===== src/rtl/fib_next_term.sv =====
// Combinational expected-next-term generator for the wrapping Fibonacci sequence.
module fib_next_term #(
    parameter int unsigned W = 4
) (
    input  logic [W-1:0] last_i,
    input  logic [W-1:0] prev_i,
    output logic [W-1:0] exp_term_c
);

    // prev <= last < 2^(W-1) while MSB is clear, so the sum always fits in W bits
    always_comb begin
        exp_term_c = prev_i + last_i;
        if (last_i[W-1]) begin
            exp_term_c = '0;
        end else if (last_i == '0) begin
            exp_term_c = W'(1);
        end
    end

endmodule


===== config.mk =====
export PLATFORM = sky130hd
export DESIGN_NAME = fib_next_term
export DESIGN_NICKNAME = d
export VERILOG_FILES = /design/src/rtl/fib_next_term.sv
export SDC_FILE = /design/constraint.sdc
export NUM_CORES = 1
export LEC_CHECK = 0
export ABC_AREA = 1
export CAP_MARGIN = 0
export CELL_PAD_IN_SITES_DETAIL_PLACEMENT = 0
export CELL_PAD_IN_SITES_GLOBAL_PLACEMENT = 1
export CORE_AREA = 2 2 39 41
export DETAILED_ROUTE_END_ITERATION = 8
export DIE_AREA = 0 0 41 43
export DONT_BUFFER_PORTS = 1
export PLACE_DENSITY = 0.36
export SLEW_MARGIN = 20
export SYNTH_ARGS = -nofsm -noshare
export SYNTH_HDL_FRONTEND = slang
export SYNTH_SLANG_ARGS = --single-unit

===== constraint.sdc =====
create_clock -name vclk -period 1.4
set_clock_uncertainty 0.1 [all_clocks]
set_input_delay 0.21 -clock vclk [all_inputs]
set_output_delay 0.21 -clock vclk [all_outputs]
set_load 0.03 [all_outputs]

==> summary.md, run 1 <==
| Metric | Value |
|---|---|
| Hold slack | `between 0.5 and 0.6 ns` |
| Die Width | `a little over 40 um` |
| Complex-gate fraction of the synthesized area | `8.15%` |
| Clk_buf instances | `0` |
| Critical Path Max Stage Delay | `between 0.5 and 0.6 ns` |
| Crit path cell chain | `ha_4, fa_2, inv_2, nor2_4` |
| Initial Util | `about an eighth` |
| Grt total ovfl | `0` |
| CP max stage cell | `fa_2` |
| Final Non-Filler Cells | `46` |
| Register area share after synthesis | `0%` |
| Vias per Instance | `3.65` |
| Mux cell area share after synthesis | `0%` |
| Synthesized area per cell | `approximately 6.3 um^2` |
| Reg area | `0 um^2` |
| Syn nets | `39` |
| Largest family of logic cells by synthesized area | `simple AND/OR/NAND/NOR gates` |
| Setup crit end kind | `output port` |
| DR pass1 iterations | `3` |
| Final setup vio count | `1` |
| DR DRC count | `0` |
| Total Wirelength | `roughly 400 um` |
| Area of placed instances | `approximately 240 um^2` |
| Outcome | `finished, violations left` |
| MaxCap Viol Count | `0` |
| Leakage | `between 0.1 and 0.15 nW` |
| Peak VDD IR | `between 90 and 100 uV` |
| Hold violation total from the final report | `0` |
| 1st-iter DRT viols | `2` |
| Clock period minus worst slack | `~1.4 ns` |
| FMAX | `roughly 0.7 GHz` |
| First-pass GRT wire length | `655 um` |
| Fin nets | `44` |
| Mapped Area | `approximately 170 um^2` |
| Synth Area in XOR/XNOR | `under 10%` |
| Violated checks | `negative setup slack` |
| Synth cell types | `12` |
| GP Congestion | `between 0.6 and 0.7` |
| Cell count after synthesis | `27` |
| Seq Cell Count | `0` |
| Simple-Gate Fraction of Synth Area | `41.5%` |
| CP Data Arrival Time | `about 1.1 ns` |
| Worst Hold Path Cells | `3` |
| PD cells | `approximately 430 mW/mm^2` |
| Layout cells sized above 1 | `between 50% and 60%` |
| Synth warnings | `0` |
| Worst setup path category | `in -> out` |
| Adder-cell share of the synthesized area | `about a third` |
| Worst setup margin | `-0.00305 ns` |
| Met2 wire len | `195 um` |
| Worst slew pin tran | `between 0.2 and 0.3 ns` |
| Final instance area | `264 um^2` |
| Critical path required time | `1.09 ns` |
| Wire per inst | `between 8 and 9 um` |
| Hold WC Path Type | `in -> out` |
| Unrepaired setup endpoints after global routing | `yes` |
| Top layer reached by signal wires | `met3` |
| I/O Pins | `12` |
| All-Layer GR Usage | `roughly 4.9%` |
| DP Worst Slack | `-0.0376 ns` |
| Final max-slew violation count | `0` |
| Vias | `between 150 and 200` |
| Port Buffers | `0` |
| Die area | `around 0.0018 mm^2` |
| Worst rel slew slack | `between 80 and 90%` |
| DIE HEIGHT | `roughly 43 um` |
| Largest net degree at the start of global routing | `5` |
| Total negative slack | `-0.00305 ns` |
| Antenna fix cells | `0` |
| Hold-fix buffers, CTS | `0` |
| Initial antenna violation count | `0` |
| Min-delay src | `prev_i[3]` |
| Layout area overhead | `56.3%` |
| Rows | `14` |
| Hold worst-path end | `exp_term_c[3]` |
| Period utilization | `100%` |
| CORE AREA | `between 0.001 and 0.0015 mm^2` |
| WL met3 | `between 20 and 25 um` |
| Vias in the first global route | `approximately 160` |
| Worst-path fanout max | `2` |
| Critical Path Source Type | `primary input` |
| DRT met1 WL | `between 150 and 200 um` |
| Placed cells | `between 40 and 50` |
| DRT antenna net count | `0` |
-- synthesized netlist by cell type --
cell / count / share of area (%)
a21oi_2: 1 / 5.2
nand2_1: 5 / 11
nor2_1: 5 / 11
nand3_1: 2 / 5.9
a21oi_1: 1 / 3.0
inv_1: 4 / 8.9
nand2_2: 2 / 7.4
nand3_2: 1 / 5.9
ha_1: 3 / 22
fa_1: 1 / 12
xnor2_1: 1 / 5.2
inv_2: 1 / 2.2
-- cells in the final DEF, fill, tap and decap left out --
| master | n |
|---|---|
| buf_4 | 2 |
| nor2_4 | 1 |
| nand2_2 | 2 |
| buf_6 | 1 |
| xnor2_1 | 1 |
| inv_2 | 2 |
| inv_1 | 3 |
| nand2_1 | 5 |
| fa_2 | 1 |
| nor2_1 | 3 |
| ha_1 | 1 |
| a21oi_2 | 1 |
| nand3_2 | 1 |
| ha_4 | 2 |
| nand3_1 | 2 |
| a21oi_4 | 1 |
| nor2_2 | 1 |
-- power breakdown --
group          internal, W  total, W  switching [W]
logic            0.0000474  0.000113      0.0000652
clock network            0         0              0
registers                0         0              0
-- through the flow --
stage               util (%)  total power [W]
floorplan                  -        0.0000864
global placement        17.1         0.000104
detailed placement      17.1         0.000104
CTS                     18.8         0.000113
global route            19.1         0.000126
finish                  19.1         0.000113
-- what timing repair did --
item,in CTS,in global routing
pin swaps,5,1
resized for setup,2,1
setup endpoints to repair,3,2
buffers inserted,1,0
cloned,0,0
-- per-layer routing --
layer  track usage, %  up-vias
li1                 -       90
met2             7.19        6
met3                0        0
met1             8.25       72
met4                0        0
met5                0        -
-- worst max-delay path by stage --
| stage | startpoint | end | slack, ns |
|---|---|---|---|
| floorplan | last_i[0] | exp_term_c[2] | -0.02 |
| global placement | last_i[2] | exp_term_c[3] | -0.04 |
| detailed placement | last_i[2] | exp_term_c[3] | -0.04 |
| CTS | prev_i[0] | exp_term_c[1] | -0.03 |
| global route | prev_i[0] | exp_term_c[1] | -0.03 |
| finish | prev_i[0] | exp_term_c[1] | -0.003 |
-- critical path, delay by kind of cell --
| family | cells | cell delay [ns] |
|---|---|---|
| and+or+nand+nor | 1 | 0.18 |
| adders and majority gates | 2 | 0.66 |
| buffers and inverters | 1 | 0.04 |
-- layout make-up --
| type | count | area, um^2 |
|---|---|---|
| fillers | 160 | 1120 |
| multi-input cells | 22 | 199 |
| repair buffers | 3 | 26.3 |
| well taps | 16 | 20.0 |
| inverters | 5 | 18.8 |
-- logic make-up after synthesis --
| logic type | count (synthesis) |
|---|---|
| compound gates | 2 |
| fa+ha+maj | 4 |
| simple gates | 15 |
| buf+inv | 5 |
| xor+xnor | 1 |
Note: power is estimated with default switching activity, not from simulation.
==> inputs of run 2 (changes only) <==
--- a/config.mk
+++ b/config.mk
@@ -7,13 +7,13 @@
 export LEC_CHECK = 0
 export ABC_AREA = 1
 export CAP_MARGIN = 0
-export CELL_PAD_IN_SITES_DETAIL_PLACEMENT = 0
-export CELL_PAD_IN_SITES_GLOBAL_PLACEMENT = 1
+export CELL_PAD_IN_SITES_DETAIL_PLACEMENT = 1
+export CELL_PAD_IN_SITES_GLOBAL_PLACEMENT = 2
 export CORE_AREA = 2 2 39 41
 export DETAILED_ROUTE_END_ITERATION = 8
 export DIE_AREA = 0 0 41 43
 export DONT_BUFFER_PORTS = 1
-export PLACE_DENSITY = 0.36
+export PLACE_DENSITY = 0.44
 export SLEW_MARGIN = 20
 export SYNTH_ARGS = -nofsm -noshare
 export SYNTH_HDL_FRONTEND = slang
==> run 2 against run 1 <==
Against the previous run: critical path depth unchanged; the run still ends with negative setup slack left; clock-buffer cell count unchanged; largest power group unchanged; final area increased by 1.4%; sequential cell count unchanged; worst hold slack improved by 0.0015 ns.
==> summary.md, run 2 (same netlist as run 1, synthesis figures left out) <==
| Metric | Value |
|---|---|
| DIE HEIGHT | `around 43 um` |
| Hold violation total from the final report | `0` |
| Critical Path Source Type | `primary input` |
| Clock period minus worst slack | `1.41 ns` |
| Total Wirelength | `432 um` |
| Most frequent cells in the layout | `nand2_1, nor2_1, inv_1` |
| Reg area | `0 um^2` |
| Unrepaired setup endpoints after global routing | `yes` |
| Port Buffers | `0` |
| Violated checks | `negative setup slack` |
| Die Width | `between 40 and 50 um` |
| Vias in the first global route | `between 200 and 250` |
| Grt total ovfl | `0` |
| Worst setup path category | `in -> out` |
| Layout area overhead | `58.5%` |
| Worst rel slew slack | `about four fifths` |
| Most common cell after layout, fill and taps aside | `nand2_1` |
| Hold WC Path Type | `in -> out` |
| First-pass GRT wire length | `between 700 and 800 um` |
| Worst Setup EP | `exp_term_c[1]` |
| GP Congestion | `between 0.6 and 0.7` |
| Vias per Instance | `between 4 and 5` |
| Layout cells sized above 1 | `50.0%` |
| DP Worst Slack | `-0.0276 ns` |
| CP Data Arrival Time | `about 1.1 ns` |
| Total Power | `around 0.00012 W` |
| Hold slack | `~0.51 ns` |
| FMAX | `between 0.7 and 0.8 GHz` |
| 1st-iter DRT viols | `3` |
| Final setup vio count | `1` |
| Critical path required time | `approximately 1.1 ns` |
| Fin nets | `44` |
| Vias | `about 190` |
| PD cells | `~440 mW/mm^2` |
| Postcts setup bufs | `0` |
| Hold-fix buffers, CTS | `0` |
| Seq Cell Count | `0` |
| Fill cells | `between 150 and 200` |
| Peak VDD IR | `~120 uV` |
| Final core utilization | `19.3%` |
| DR DRC count | `0` |
| HPWL Detailed | `between 400 and 500 um` |
| DR pass1 iterations | `4` |
| Outcome | `finished, violations left` |
| Period utilization | `101%` |
| Antenna fix cells | `0` |
| Initial antenna violation count | `0` |
| I/O Pins | `12` |
| Critical path origin | `last_i[0]` |
| Rows | `14` |
| Worst-path fanout max | `2` |
| MaxCap Viol Count | `0` |
| Wire per inst | `about 9.4 um` |
| Setup crit end kind | `output port` |
| Final max-slew violation count | `0` |
| Leakage | `0.116 nW` |
| Largest net degree at the start of global routing | `5` |
| Area taken by multi-input logic gates | `203 um^2` |
| Clk_buf instances | `0` |
| CORE AREA | `between 0.001 and 0.0015 mm^2` |
| Worst slew pin tran | `approximately 0.29 ns` |
| Initial Util | `12.2%` |
| DRT antenna net count | `0` |
| All-Layer GR Usage | `5.61%` |
| Worst setup margin | `-0.00998 ns` |
| Die area | `0.00176 mm^2` |
run 2: cell types whose count changed in the layout (fill, tap and decap cells not counted):
cell and change:
a21oi_1 +1, xnor2_1 -1, a21oi_2 -1, xnor2_2 +1
run 2: repair_timing:
item,in CTS,in global routing
endpoints found under the hold margin,0,0
endpoints found under the setup margin,3,2
pin swaps,2,1
gates resized for setup,3,0
run 2: how the worst min path moves through the flow:
stage                         start  cells after the start  slack, ns             to
after CTS                 prev_i[3]                      3       0.52  exp_term_c[3]
after floorplan           prev_i[3]                      3       0.51  exp_term_c[3]
final                     prev_i[3]                      3       0.51  exp_term_c[3]
after global routing      prev_i[3]                      3       0.53  exp_term_c[3]
after detailed placement  prev_i[3]                      3       0.53  exp_term_c[3]
after global placement    prev_i[3]                      3       0.52  exp_term_c[3]
run 2: final cells by class:
cell class,instances,share of cell area [%]
well taps,16,7.48
repair buffers,3,9.81
multi-input cells,22,75.7
inverters,5,7.01
run 2: metrics by stage:
| step | instance area [um^2] | TNS [ns] | instances |
|---|---|---|---|
| finish | 268 | -0.00998 | 46 |
| global route | 268 | -0.0629 | 46 |
| CTS | 268 | -0.0336 | 46 |
| detailed placement | 244 | -0.0603 | 46 |
| global placement | 244 | -0.0644 | 46 |
| floorplan | 201 | -0.0329 | 27 |
run 2: critical path: stages:
cell and delay [ns]:
ha_4 0.14, fa_2 0.52, inv_2 0.04, nor2_4 0.18
run 2: power by group:
group	total, W	switching, W	internal (W)
logic	0.000118	0.0000676	0.0000502
registers	0	0	0
clock network	0	0	0
total	0.000118	0.0000676	0.0000502
run 2: metal layers:
layer / track usage, % / routed length [um] / share of wire (%)
met4: 0 / 0 / 0
met5: 0 / 0 / 0
met1: 6.39 / 160 / 37
met3: 0 / 25 / 5.8
met2: 11.3 / 246 / 57
